--- src/rtl/seq_pkg.sv ---
// Shared definitions for the serial pattern transmitter and the detector bench.
package seq_pkg;
  localparam int SEQ_PAT_W = 6;
  localparam logic [SEQ_PAT_W-1:0] SEQ_PATTERN = 6'b110101;

  // One-hot state encoding.
  localparam int ST_IDLE_B = 0;
  localparam int ST_SEND_B = 1;
  localparam int ST_GAP_B  = 2;
  localparam int ST_DONE_B = 3;

  typedef enum logic [3:0] {
    ST_IDLE = 4'(1 << ST_IDLE_B),
    ST_SEND = 4'(1 << ST_SEND_B),
    ST_GAP  = 4'(1 << ST_GAP_B),
    ST_DONE = 4'(1 << ST_DONE_B)
  } seq_state_e;
endpackage

--- src/rtl/seq_pattern_tx_if.sv ---
// Control/serial bundle of seq_pattern_tx. ABORT_EN adds the abort/aborted pair.
interface seq_pattern_tx_if #(
  parameter int GAP_W = 4,
  parameter int RPT_W = 4
);
  logic             start;
  logic [GAP_W-1:0] gap_len;
  logic [RPT_W-1:0] repeat_cnt;
  logic             x_out;
  logic             valid;
  logic             busy;
  logic             done;
`ifdef ABORT_EN
  logic             abort;
  logic             aborted;

  modport master (output start, gap_len, repeat_cnt, abort,
                  input  x_out, valid, busy, done, aborted);
  modport slave  (input  start, gap_len, repeat_cnt, abort,
                  output x_out, valid, busy, done, aborted);
`else
  modport master (output start, gap_len, repeat_cnt,
                  input  x_out, valid, busy, done);
  modport slave  (input  start, gap_len, repeat_cnt,
                  output x_out, valid, busy, done);
`endif
endinterface

--- src/rtl/seq_down_counter.sv ---
// Loadable down-counter with zero flag; load wins over decrement, holds at zero.
module seq_down_counter #(
  parameter int W = 4
) (
  input  logic         clk,
  input  logic         reset,
  input  logic         load_i,
  input  logic         dec_i,
  input  logic [W-1:0] val_i,
  output logic [W-1:0] cnt_o,
  output logic         zero_o
);
  logic [W-1:0] cnt_q, cnt_d;

  always_comb begin
    cnt_d = cnt_q;
    if (load_i)                     cnt_d = val_i;
    else if (dec_i && cnt_q != '0)  cnt_d = cnt_q - 1'b1;
  end

  always_ff @(posedge clk or posedge reset) begin
    if (reset) cnt_q <= '0;
    else       cnt_q <= cnt_d;
  end

  assign cnt_o  = cnt_q;
  assign zero_o = (cnt_q == '0);
endmodule

--- src/rtl/seq_pattern_tx.sv ---
// Serial pattern transmitter: N frames of PATTERN (MSB first) separated by zero gaps.
// Optional abort input / aborted pulse when ABORT_EN is defined.
module seq_pattern_tx
  import seq_pkg::*;
#(
  parameter int                PAT_W   = SEQ_PAT_W,
  parameter logic [PAT_W-1:0]  PATTERN = SEQ_PATTERN,
  parameter int                GAP_W   = 4,
  parameter int                RPT_W   = 4
) (
  input  logic              clk,
  input  logic              reset,
  seq_pattern_tx_if.slave   bus
);
  localparam int BW = $clog2(PAT_W);

  seq_state_e       state_q, state_d;
  logic [GAP_W-1:0] gap_q;
  logic             accept;

  logic             bit_load, bit_dec, bit_zero;
  logic [BW-1:0]    bit_cnt;
  logic             gap_load, gap_dec, gap_zero;
  logic [GAP_W-1:0] gap_cnt;
  logic             frm_load, frm_dec, frm_zero;
  logic [RPT_W-1:0] frm_cnt, frm_init;

  // Frame counter holds frames remaining after the current one, so zero marks the last.
  assign frm_init = (bus.repeat_cnt == '0) ? '0 : bus.repeat_cnt - 1'b1;
  assign accept   = (state_q == ST_IDLE) && bus.start;

  seq_down_counter #(.W(BW)) u_bit (
    .clk(clk), .reset(reset), .load_i(bit_load), .dec_i(bit_dec),
    .val_i(BW'(PAT_W-1)), .cnt_o(bit_cnt), .zero_o(bit_zero));

  seq_down_counter #(.W(GAP_W)) u_gap (
    .clk(clk), .reset(reset), .load_i(gap_load), .dec_i(gap_dec),
    .val_i(gap_q - 1'b1), .cnt_o(gap_cnt), .zero_o(gap_zero));

  seq_down_counter #(.W(RPT_W)) u_frm (
    .clk(clk), .reset(reset), .load_i(frm_load), .dec_i(frm_dec),
    .val_i(frm_init), .cnt_o(frm_cnt), .zero_o(frm_zero));

  logic unused_cnt;
  assign unused_cnt = ^{gap_cnt, frm_cnt};

`ifdef ABORT_EN
  logic abort_hit, aborted_q;
  assign abort_hit = bus.abort && (state_q == ST_SEND || state_q == ST_GAP);
`endif

  always_comb begin
    state_d  = state_q;
    bit_load = 1'b0;
    bit_dec  = 1'b0;
    gap_load = 1'b0;
    gap_dec  = 1'b0;
    frm_load = 1'b0;
    frm_dec  = 1'b0;
    unique case (state_q)
      ST_IDLE: if (bus.start) begin
        state_d  = ST_SEND;
        bit_load = 1'b1;
        frm_load = 1'b1;
      end
      ST_SEND: if (!bit_zero) begin
        bit_dec = 1'b1;
      end else if (!frm_zero) begin
        frm_dec = 1'b1;
        if (gap_q != '0) begin
          gap_load = 1'b1;
          state_d  = ST_GAP;
        end else begin
          bit_load = 1'b1;
        end
      end else begin
        state_d = ST_DONE;
      end
      ST_GAP: if (gap_zero) begin
        bit_load = 1'b1;
        state_d  = ST_SEND;
      end else begin
        gap_dec = 1'b1;
      end
      ST_DONE: state_d = ST_IDLE;
      default: state_d = ST_IDLE;
    endcase
`ifdef ABORT_EN
    if (abort_hit) state_d = ST_IDLE;
`endif
  end

  always_ff @(posedge clk or posedge reset) begin
    if (reset) begin
      state_q <= ST_IDLE;
      gap_q   <= '0;
    end else begin
      state_q <= state_d;
      if (accept) gap_q <= bus.gap_len;
    end
  end

`ifdef ABORT_EN
  always_ff @(posedge clk or posedge reset) begin
    if (reset) aborted_q <= 1'b0;
    else       aborted_q <= abort_hit;
  end
  assign bus.aborted = aborted_q;
`endif

  assign bus.valid = (state_q == ST_SEND);
  assign bus.x_out = (state_q == ST_SEND) && PATTERN[bit_cnt];
  assign bus.busy  = (state_q != ST_IDLE);
  assign bus.done  = (state_q == ST_DONE);
endmodule

--- src/flat_wrapper.sv ---
// flat-port wrapper written by rule: the top's interface ports become plain ports
module seq_pattern_tx_flat import seq_pkg::*;
#(
  parameter int                PAT_W   = SEQ_PAT_W,
  parameter logic [PAT_W-1:0]  PATTERN = SEQ_PATTERN,
  parameter int                GAP_W   = 4,
  parameter int                RPT_W   = 4
)
  (clk, reset, bus_start, bus_gap_len, bus_repeat_cnt, bus_x_out, bus_valid, bus_busy, bus_done);
  seq_pattern_tx_if #(.GAP_W(GAP_W), .RPT_W(RPT_W)) bus_i ();
  input  logic clk;
  input  logic reset;
  input wire logic [$bits(bus_i.start)-1:0] bus_start;
  input wire logic [$bits(bus_i.gap_len)-1:0] bus_gap_len;
  input wire logic [$bits(bus_i.repeat_cnt)-1:0] bus_repeat_cnt;
  output wire logic [$bits(bus_i.x_out)-1:0] bus_x_out;
  output wire logic [$bits(bus_i.valid)-1:0] bus_valid;
  output wire logic [$bits(bus_i.busy)-1:0] bus_busy;
  output wire logic [$bits(bus_i.done)-1:0] bus_done;
  assign bus_i.start = bus_start;
  assign bus_i.gap_len = bus_gap_len;
  assign bus_i.repeat_cnt = bus_repeat_cnt;
  assign bus_x_out = bus_i.x_out;
  assign bus_valid = bus_i.valid;
  assign bus_busy = bus_i.busy;
  assign bus_done = bus_i.done;
  seq_pattern_tx #(.PAT_W(PAT_W), .PATTERN(PATTERN), .GAP_W(GAP_W), .RPT_W(RPT_W)) u_core (.clk(clk), .reset(reset), .bus(bus_i));
endmodule
--- config.mk ---
export PLATFORM = sky130hd
export DESIGN_NAME = seq_pattern_tx_flat
export DESIGN_NICKNAME = d
export VERILOG_FILES = /design/src/rtl/seq_pkg.sv /design/src/rtl/seq_pattern_tx_if.sv /design/src/rtl/seq_down_counter.sv /design/src/rtl/seq_pattern_tx.sv /design/src/flat_wrapper.sv
export SDC_FILE = /design/constraint.sdc
export NUM_CORES = 1
export LEC_CHECK = 0
export ABC_AREA = 1
export BUFFER_PORTS_ARGS = -buffer_cell sky130_fd_sc_hd__buf_2
export CAP_MARGIN = 20
export CORE_AREA = 10 10 66 62
export CTS_BUF_LIST = sky130_fd_sc_hd__clkbuf_8
export DETAILED_ROUTE_END_ITERATION = 7
export DIE_AREA = 0 0 76 72
export PLACE_DENSITY = 0.66
export SLEW_MARGIN = 25
export SYNTH_ARGS = -nofsm -noshare
export SYNTH_HDL_FRONTEND = slang
export SYNTH_SLANG_ARGS = --single-unit
--- constraint.sdc ---
create_clock -name clk -period 3.9 [get_ports clk]
set_input_delay 0.78 -clock clk [delete_from_list [all_inputs] [get_ports clk]]
set_output_delay 0.78 -clock clk [all_outputs]
set_load 0.05 [all_outputs]
; Word-level counts from Yosys, hierarchy flattened
; Memory sizes are Yosys's and may differ from the RTL's.
; Cells that the tools add are included.
[op_classes]
add_sub_neg = 5
order_cmp = 1
n_eq_ne = 9
n_mux = 32
reduce_logical = 17
[op_table]
columns = cell, n
row1 = two-way mux 4 bit, 10
row2 = two-way mux 1 bit, 18
row3 = subtractor 4 x 1 -> 4 bit (second input constant), 4
row4 = zero test 4 bit, 3
row5 = case mux 4 bit (3 select lines), 1
row6 = nonzero test 4 bit, 3
row7 = two-way mux 3 bit, 2
row8 = nonzero test 2 bit, 3
row9 = logical AND 1 bit, 5
row10 = equality test 4 x 1 -> 1 bit (second input constant), 1
row11 = equality test 4 x 2 -> 1 bit (second input constant), 1
row12 = equality test 4 x 3 -> 1 bit (second input constant), 1
row13 = equality test 4 bit (second input constant), 1
row14 = < comparator 3 x 4 -> 1 bit (second input constant), 1
row15 = != test 2 x 1 -> 1 bit (second input constant), 2
row16 = != test 4 x 1 -> 1 bit (second input constant), 1
row17 = AND reduction 4 bit, 1
row18 = zero test 3 bit, 1
row19 = != test 3 x 1 -> 1 bit (second input constant), 1
row20 = case mux 1 bit (3 select lines), 1
row21 = nonzero test 3 bit, 1
row22 = subtractor 3 x 1 -> 3 bit (second input constant), 1
row23 = != test 2 bit (second input constant), 1
[word_totals]
register_bits = 19
mem_bits_ro = 8
inputBits = 11
word_cells = 70
mem_count = 1
[memory_table]
columns = memory, words, width, rd, rd_ports_with_merged_regs, write_ports, line
row1 = (no name shown), 8, 1, 1, 0, 0, seq_pattern_tx.sv:112  ; assign bus.x_out = (state_q == ST_SEND) && PATTERN[bit_cnt];

; Longest topological paths before layout
; Gate-level depths: netlist of the first run.
[depth]
ltp_word = 7
mapped_depth = 13
depth_no_buf = 13

; By module
; A second synthesis of the first run with hierarchy kept.
[hier_totals]
cells_unflattened = 207
hier_area_um2 = 1378.8
[by_module_without_submodules]
columns = mod, instances, cells_each, area_per_inst_um2, seq_area_each_um2
row1 = seq_down_counter (u_core.u_frm ...), 2, 47, 299.0, 100.1
row2 = seq_pattern_tx, 1, 85, 584.3, 201.4
row3 = seq_down_counter (u_core.u_bit), 1, 28, 196.4, 75.1

; Worst setup path after synthesis of the first run
; Ideal clock, no wire load.
[synth_timing]
kind = register to output
from = register u_core.state_q[1]
to = output port bus_done
arrival_ns = 1.606
t_required_ns = 3.120
setup_slack_ns = 1.514
path_stages_with_launch = 4
path_buffers = 0
cell_sequence = dfrtp_1 -> inv_1 -> nand2_1 -> nor3_1
[synth_via]
elab_chain_cells = 1
[synth_lines]
columns = element, line
row1 = from (decl), seq_pattern_tx.sv:17  ; seq_state_e state_q, state_d;
row2 = from (signal assigned), seq_pattern_tx.sv:98  ; state_q <= state_d;
row3 = equality test 4 bit, seq_pattern_tx.sv:114  ; assign bus.done = (state_q == ST_DONE);
row4 = to (decl), flat_wrapper.sv:19  ; output wire logic [$bits(bus_i.done)-1:0] bus_done;
; Every way passes these cells.

; Final worst setup path of the first run
[layout_timing]
from = register u_core.state_q[3]
to = output port bus_x_out
[layout_via]
elab_chain_cells = 2
[layout_lines]
columns = element, line
row1 = equality test 4 x 2 -> 1 bit, seq_pattern_tx.sv:112
row2 = logical AND 1 bit, seq_pattern_tx.sv:112
row3 = to (decl), flat_wrapper.sv:16  ; output wire logic [$bits(bus_i.x_out)-1:0] bus_x_out;
; Every way passes these cells.

==> results.json, run 1 <==
{
  "mappedNetlistArea_um2": 1190,
  "max_stage_delay_ps": 410,
  "worstReg2RegEnd": "u_core.u_gap.cnt_o[2]",
  "root_buffer": "clkbuf_8",
  "max_slew.worst_pin.slew_ps": 731,
  "critPathTopFamily": "simple AND/OR/NAND/NOR gates",
  "crit_buf_inv": 1,
  "p_leak_nw": 0.673,
  "synth_top_area_cell": "dfrtp_1",
  "synth_warnings": 0,
  "synth-edff-count": 0,
  "synthTopCellsByCount": "nand2_1 (29), inv_1 (27), dfrtp_1 (18), nor2_1 (13), o21ai_0 (9)",
  "port-buffer-count": 14,
  "synth_ff_type": "dfrtp_1",
  "place_area_um2": 1300,
  "grt_max_degree": 20,
  "grt_use_total_pct": 9.12,
  "drc_errors": 0,
  "fin_skew_ps": 7.76,
  "drive_gt1_share_pct": 24.9,
  "die_height_um": 72,
  "worstSetupEndpointType": "primary output",
  "cts_buffer_depth": 2,
  "pin_count": 15,
  "ys_top_cells_by_area": "dfrtp_1 (38%), nand2_1 (9.1%), inv_1 (8.5%)",
  "fin_crit_ps": 2140,
  "syn_nets": 167,
  "max_freq_mhz": 467,
  "whs_path_depth": 2,
  "dieArea_um2": 5470,
  "grt.overflow.total": 0,
  "grt_pass1_vias": 959,
  "cp.arrival_ps": 1360,
  "synth.most_common_cell": "nand2_1",
  "htreeDepth": 1,
  "gp_congestion": 0.766,
  "worst_hold_path.endpoint": "u_core.u_bit.cnt_o[0]",
  "hpwl_um": 1950,
  "rsz0062_at_grt": "no",
  "syn_avg_cell_area_um2": 7.84,
  "coreArea_um2": 2730,
  "antenna_found_initial": 0,
  "relSlewSlack_pct": 51.2,
  "yosysTopAreaCellShare_pct": 37.8,
  "fp-row-count": 18,
  "cpMaxStageDelayCell": "dfrtp_1",
  "hp-class": "register to register",
  "n_antenna_cell": 0,
  "vias": 980,
  "ys_async_sr_fraction_pct": 100,
  "ys_types": 29,
  "syn_inst": 152,
  "multiInputGateArea_um2": 591,
  "fin_area_um2": 1350,
  "crit_required_ps": 3120,
  "clk_pin_slew_ps": 70,
  "worstPathCellList": "nor2_2 -> nand2_2 -> nor2_1 -> buf_2",
  "hold_viol_final": 0,
  "final_util_pct": 49.4,
  "min_period_over_period_pct": 54.9,
  "ys_seq_elements": 19,
  "status": "finished, final reports clean",
  "r2r-start": "u_core.u_bit.cnt_o[0]",
  "ff2ff_setup_slack_ps": 2100,
  "post-place-cells": 205,
  "startpoint_type": "register",
  "fin_setup_tns_ps": 0,
  "cts_tree": "built",
  "cts_hold_buf": 0,
  "initial_utilization_pct": 43.8,
  "fill_cells": 275,
  "wl_per_cell_um": 11.4,
  "maxCapViolCount": 0,
  "post_cts_buffers": 0,
  "final_nets": 185,
  "setup_viol": 0,
  "register_area_um2": 477,
  "ctsResizeCount": 0,
  "ff2ff_path_depth": 12,
  "p_per_area_nw_per_um2": 688,
  "via_per_inst": 4.69,
  "postRouteWirelength_um": 2390,
  "clock_latency_ps": 260,
  "ir_drop_mv": 0.330,
  "dieWidth_um": 76,
  "min_from": "u_core.u_bit.cnt_o[0]",
  "path_class": "register to primary output",
  "finalNonFillerCells": 209,
  "clock-sinks": 19,
  "grt_pass1_wl_um": 4230,
  "drtPass1Iterations": 4,
  "worst-path-max-fanout": 7,
  "drt_iter0_drc": 79,
  "cts_buffers": 3,
  "drv_slew": 0,
  "area_growth_syn_to_layout_pct": 13.0,
  "synth.yosys.seq_area_share_pct": 40.0,
  "ant_nets": 0
}
[state kept, by name (all words and copies together), names as in the netlist]
register and count:
u_core.gap_q 4, u_core.state_q 4, u_core.u_frm.cnt_o 4, u_core.u_gap.cnt_o 4, u_core.u_bit.cnt_o 3
[report_power, final]
| group | switching, mW | total, mW | leakage (nW) | internal, mW |
|---|---|---|---|---|
| clock network | 0.0652 | 0.136 | 0.0255 | 0.0710 |
| registers | 0.0511 | 0.329 | 0.237 | 0.278 |
| logic | 0.306 | 0.461 | 0.410 | 0.155 |
| total | 0.422 | 0.926 | 0.673 | 0.504 |
[worst register-to-register path, cell delays in order, from the launching register on]
cell	delay, ps
dfrtp_1	380
inv_1	120
ha_1	160
inv_1	40
nor2_2	200
nand2_2	130
nor3_1	200
a21oi_2	80
ha_1	180
inv_1	60
nand2_1	50
nand2_1	60
o21ai_1	60
[through the flow]
stage / hold WS [ps] / worst slack [ps] / power, mW
after floorplan: 459 / 1510 / 0.710
after global placement: 483 / 2070 / 0.783
after detailed placement: 484 / 2030 / 0.797
after CTS: 501 / 1740 / 0.938
after global routing: 525 / 1670 / 1.02
final: 498 / 1760 / 0.926
[logic make-up after synthesis]
| kind of cell | after synthesis | share of synthesized area (%) |
|---|---|---|
| XOR/XNOR | 3 | 2.20 |
| flip-flops | 19 | 40.0 |
| AND/OR/NAND/NOR | 70 | 29.8 |
| buffers and inverters | 31 | 10.5 |
| AO/OA/AOI/OAI | 25 | 13.3 |
| adder cells (fa/ha/maj) | 4 | 4.20 |
[cells in the final DEF, fill, tap and decap left out, types with 4 or more instances in the layout]
master   synthesis  final
nand3_1          8      8
nor2_2           4      4
nand2_1         29     29
o21ai_1          5      5
nor2_1          13     13
nor3_1           4      4
o21ai_0          9      9
ha_1             4      4
buf_2            0     14
nand2_2          5      5
inv_1           27     27
dfrtp_1         18     18
[worst max path at each step]
stage,cells after the start,start,to,slack (ps)
after floorplan,3,u_core.state_q[1],bus_done,1510
after global placement,4,u_core.state_q[3],bus_x_out,2070
after detailed placement,4,u_core.state_q[3],bus_x_out,2030
after CTS,4,u_core.state_q[3],bus_x_out,1740
after global routing,4,u_core.state_q[3],bus_x_out,1670
final,4,u_core.state_q[3],bus_x_out,1760
[layer usage]
layer	vias up	track usage, %	part of all wire, %	wire [um]
met1	444	11.1	49	1160
met5	-	0	0	0
met3	4	2.59	2.8	67
li1	516	-	-	-
met4	0	2.52	0.92	22
met2	16	15.5	48	1140
[area by class of cell]
cell class                 instances  area share, %
multi-input combinational        102           43.8
clock buffer                       3           3.06
tap                               40           3.71
sequential                        19           35.4
timing repair buffer              14           5.20
inverter                          30           8.45
clock inverter                     1          0.371
(Power assumes the default switching activity.)
==> inputs of run 2 (changes only) <==
--- a/config.mk
+++ b/config.mk
@@ -12,7 +12,7 @@
 export CTS_BUF_LIST = sky130_fd_sc_hd__clkbuf_8
 export DETAILED_ROUTE_END_ITERATION = 7
 export DIE_AREA = 0 0 76 72
-export PLACE_DENSITY = 0.66
+export PLACE_DENSITY = 0.68
 export SLEW_MARGIN = 25
 export SYNTH_ARGS = -nofsm -noshare
 export SYNTH_HDL_FRONTEND = slang
==> constraint.sdc (replaced) <==
create_clock -name clk -period 1.9 [get_ports clk]
set_input_delay 0.38 -clock clk [delete_from_list [all_inputs] [get_ports clk]]
set_output_delay 0.38 -clock clk [all_outputs]
set_load 0.05 [all_outputs]
==> run 2 against run 1 <==
Register-to-register slack worse by 1900 ps. Worst hold slack worse by 260 ps. First-iteration DRC count down 53%. Critical path depth unchanged. Clock skew down 6.4 ps. Combinational power up 110%. Core utilization up 0.51 points. Cell area up 1.0%. Critical path type unchanged. Critical endpoint unchanged. Largest cell class unchanged. Largest power group unchanged. Highest routed layer unchanged.
==> results.json, run 2 (synthesized netlist as in run 1, its figures left out) <==
{
  "status": "finished, final reports clean",
  "dieWidth_um": 76,
  "cts_buffer_depth": 2,
  "setup_viol": 0,
  "final_nets": 185,
  "area_growth_syn_to_layout_pct": 14.2,
  "htreeDepth": 1,
  "max_slew.worst_pin.slew_ps": 717,
  "die_height_um": 72,
  "fin_crit_ps": 1750,
  "fin_setup_tns_ps": 0,
  "via_per_inst": 4.61,
  "r2r-start": "u_core.u_bit.cnt_o[0]",
  "drc_errors": 0,
  "ir_drop_mv": 0.683,
  "ant_nets": 0,
  "hpwl_um": 1860,
  "vias": 964,
  "max_freq_mhz": 572,
  "clock_latency_ps": 250,
  "maxCapViolCount": 0,
  "antenna_found_initial": 0,
  "fin_skew_ps": 1.40,
  "layout_common_cells": "nand2_1 (29), inv_1 (28), dfrtp_1 (18)",
  "grt_use_met3_pct": 2.09,
  "layout_commonest_cell": "nand2_1",
  "wl_per_cell_um": 10.8,
  "port-buffer-count": 14,
  "rsz0062_at_grt": "no",
  "p_per_area_nw_per_um2": 1400,
  "grt.overflow.total": 0,
  "top_usage_layer": "met2",
  "crit_required_ps": 1520,
  "worst-path-max-fanout": 7,
  "cp.arrival_ps": 1370,
  "pin_count": 15,
  "cpMaxStageDelayCell": "dfrtp_1",
  "cts_tree": "built",
  "startpoint_type": "register",
  "p_leak_nw": 0.675,
  "ff2ff_setup_slack_ps": 160,
  "ff2ff_path_depth": 13,
  "grt_max_degree": 20,
  "drtPass1Iterations": 4,
  "coreArea_um2": 2730,
  "drive_gt1_share_pct": 25.4,
  "use_met1_pct": 10.8,
  "clock-sinks": 19,
  "grt_pass1_wl_um": 3990,
  "postRouteWirelength_um": 2250,
  "relSlewSlack_pct": 52.1,
  "worstReg2RegEnd": "u_core.u_gap.cnt_o[2]",
  "grt_pass1_vias": 907,
  "min_period_over_period_pct": 92.1,
  "finalNonFillerCells": 209,
  "grt_use_total_pct": 8.54,
  "worstSetupEndpointType": "primary output",
  "grtUsageMet2_pct": 13.8,
  "n_antenna_cell": 0,
  "hold_viol_final": 0,
  "dieArea_um2": 5470,
  "fp-row-count": 18,
  "path_class": "register to primary output",
  "fill_cells": 262,
  "initial_utilization_pct": 43.8,
  "max_stage_delay_ps": 420,
  "cts_buffers": 3,
  "drv_slew": 0,
  "gp_congestion": 0.815,
  "post_cts_buffers": 0,
  "root_buffer": "clkbuf_8",
  "clk_pin_slew_ps": 70,
  "post-place-cells": 205,
  "worstPathCellList": "nor2_2 -> nand2_2 -> nor2_1 -> buf_2",
  "hp-class": "primary input to asynchronous set/reset pin",
  "drt_iter0_drc": 37
}
-- run 2: cell count changes in the layout (fill, tap and decap cells not counted) --
cell	before	now
nor2_2	4	3
nor2_4	2	3
clkinv_2	2	1
nor3_1	4	2
inv_1	27	28
nor3_2	1	3
-- run 2: layer usage --
metal / vias up / wire (um)
met5: - / 0
met4: 0 / 25
met3: 5 / 60
met2: 9 / 1040
met1: 438 / 1120
li1: 512 / -
-- run 2: where the power goes --
part / switching, mW / internal, mW
Combinational: 0.643 / 0.323
Clock: 0.123 / 0.143
Sequential: 0.104 / 0.571
-- run 2: repair_timing --
item	CTS	global route
setup endpoints to repair	0	2
gates resized for setup	0	2
endpoints found under the hold margin	0	0
hold buffers	0	0
-- run 2: layout make-up --
type | instances | area, um^2 | share of cell area, %
well taps | 40 | 50.0 | 3.68
clock buffers | 3 | 41.3 | 3.03
repair buffers | 14 | 70.1 | 5.15
clock inverters | 1 | 3.75 | 0.276
inverters | 30 | 114 | 8.36
multi-input cells | 102 | 606 | 44.5
flip-flops and latches | 19 | 477 | 35.0
-- run 2: worst max-delay path by stage --
stage	start	to	depth (start not counted)	slack, ps
detailed placement	u_core.u_bit.cnt_o[0]	u_core.u_gap.cnt_o[2]	12	100
global placement	u_core.u_bit.cnt_o[0]	u_core.u_gap.cnt_o[2]	12	200
global route	u_core.u_bit.cnt_o[0]	u_core.u_gap.cnt_o[2]	13	20
finish	u_core.state_q[3]	bus_x_out	4	150
CTS	u_core.u_bit.cnt_o[0]	u_core.u_gap.cnt_o[2]	12	80
floorplan	u_core.state_q[3]	bus_x_out	3	190
-- run 2: through the flow --
| stage | setup slack [ps] | cell area [um^2] | hold WS (ps) | utilization (%) | total power, mW |
|---|---|---|---|---|---|
| finish | 151 | 1360 | 241 | 50.0 | 1.91 |
| global route | 16.2 | 1360 | 300 | 50.0 | 2.09 |
| CTS | 83.3 | 1350 | 263 | 49.6 | 1.92 |
| detailed placement | 104 | 1310 | 497 | 47.9 | 1.64 |
| global placement | 200 | 1310 | 473 | 47.9 | 1.61 |
| floorplan | 195 | 1200 | 330 | - | 1.46 |
-- run 2: worst max-delay path: cells and delay by family (launching register included) --
| family | cells | cell delay, ps |
|---|---|---|
| buffers and inverters | 1 | 270 |
| DFF | 1 | 420 |
| and+or+nand+nor | 3 | 440 |
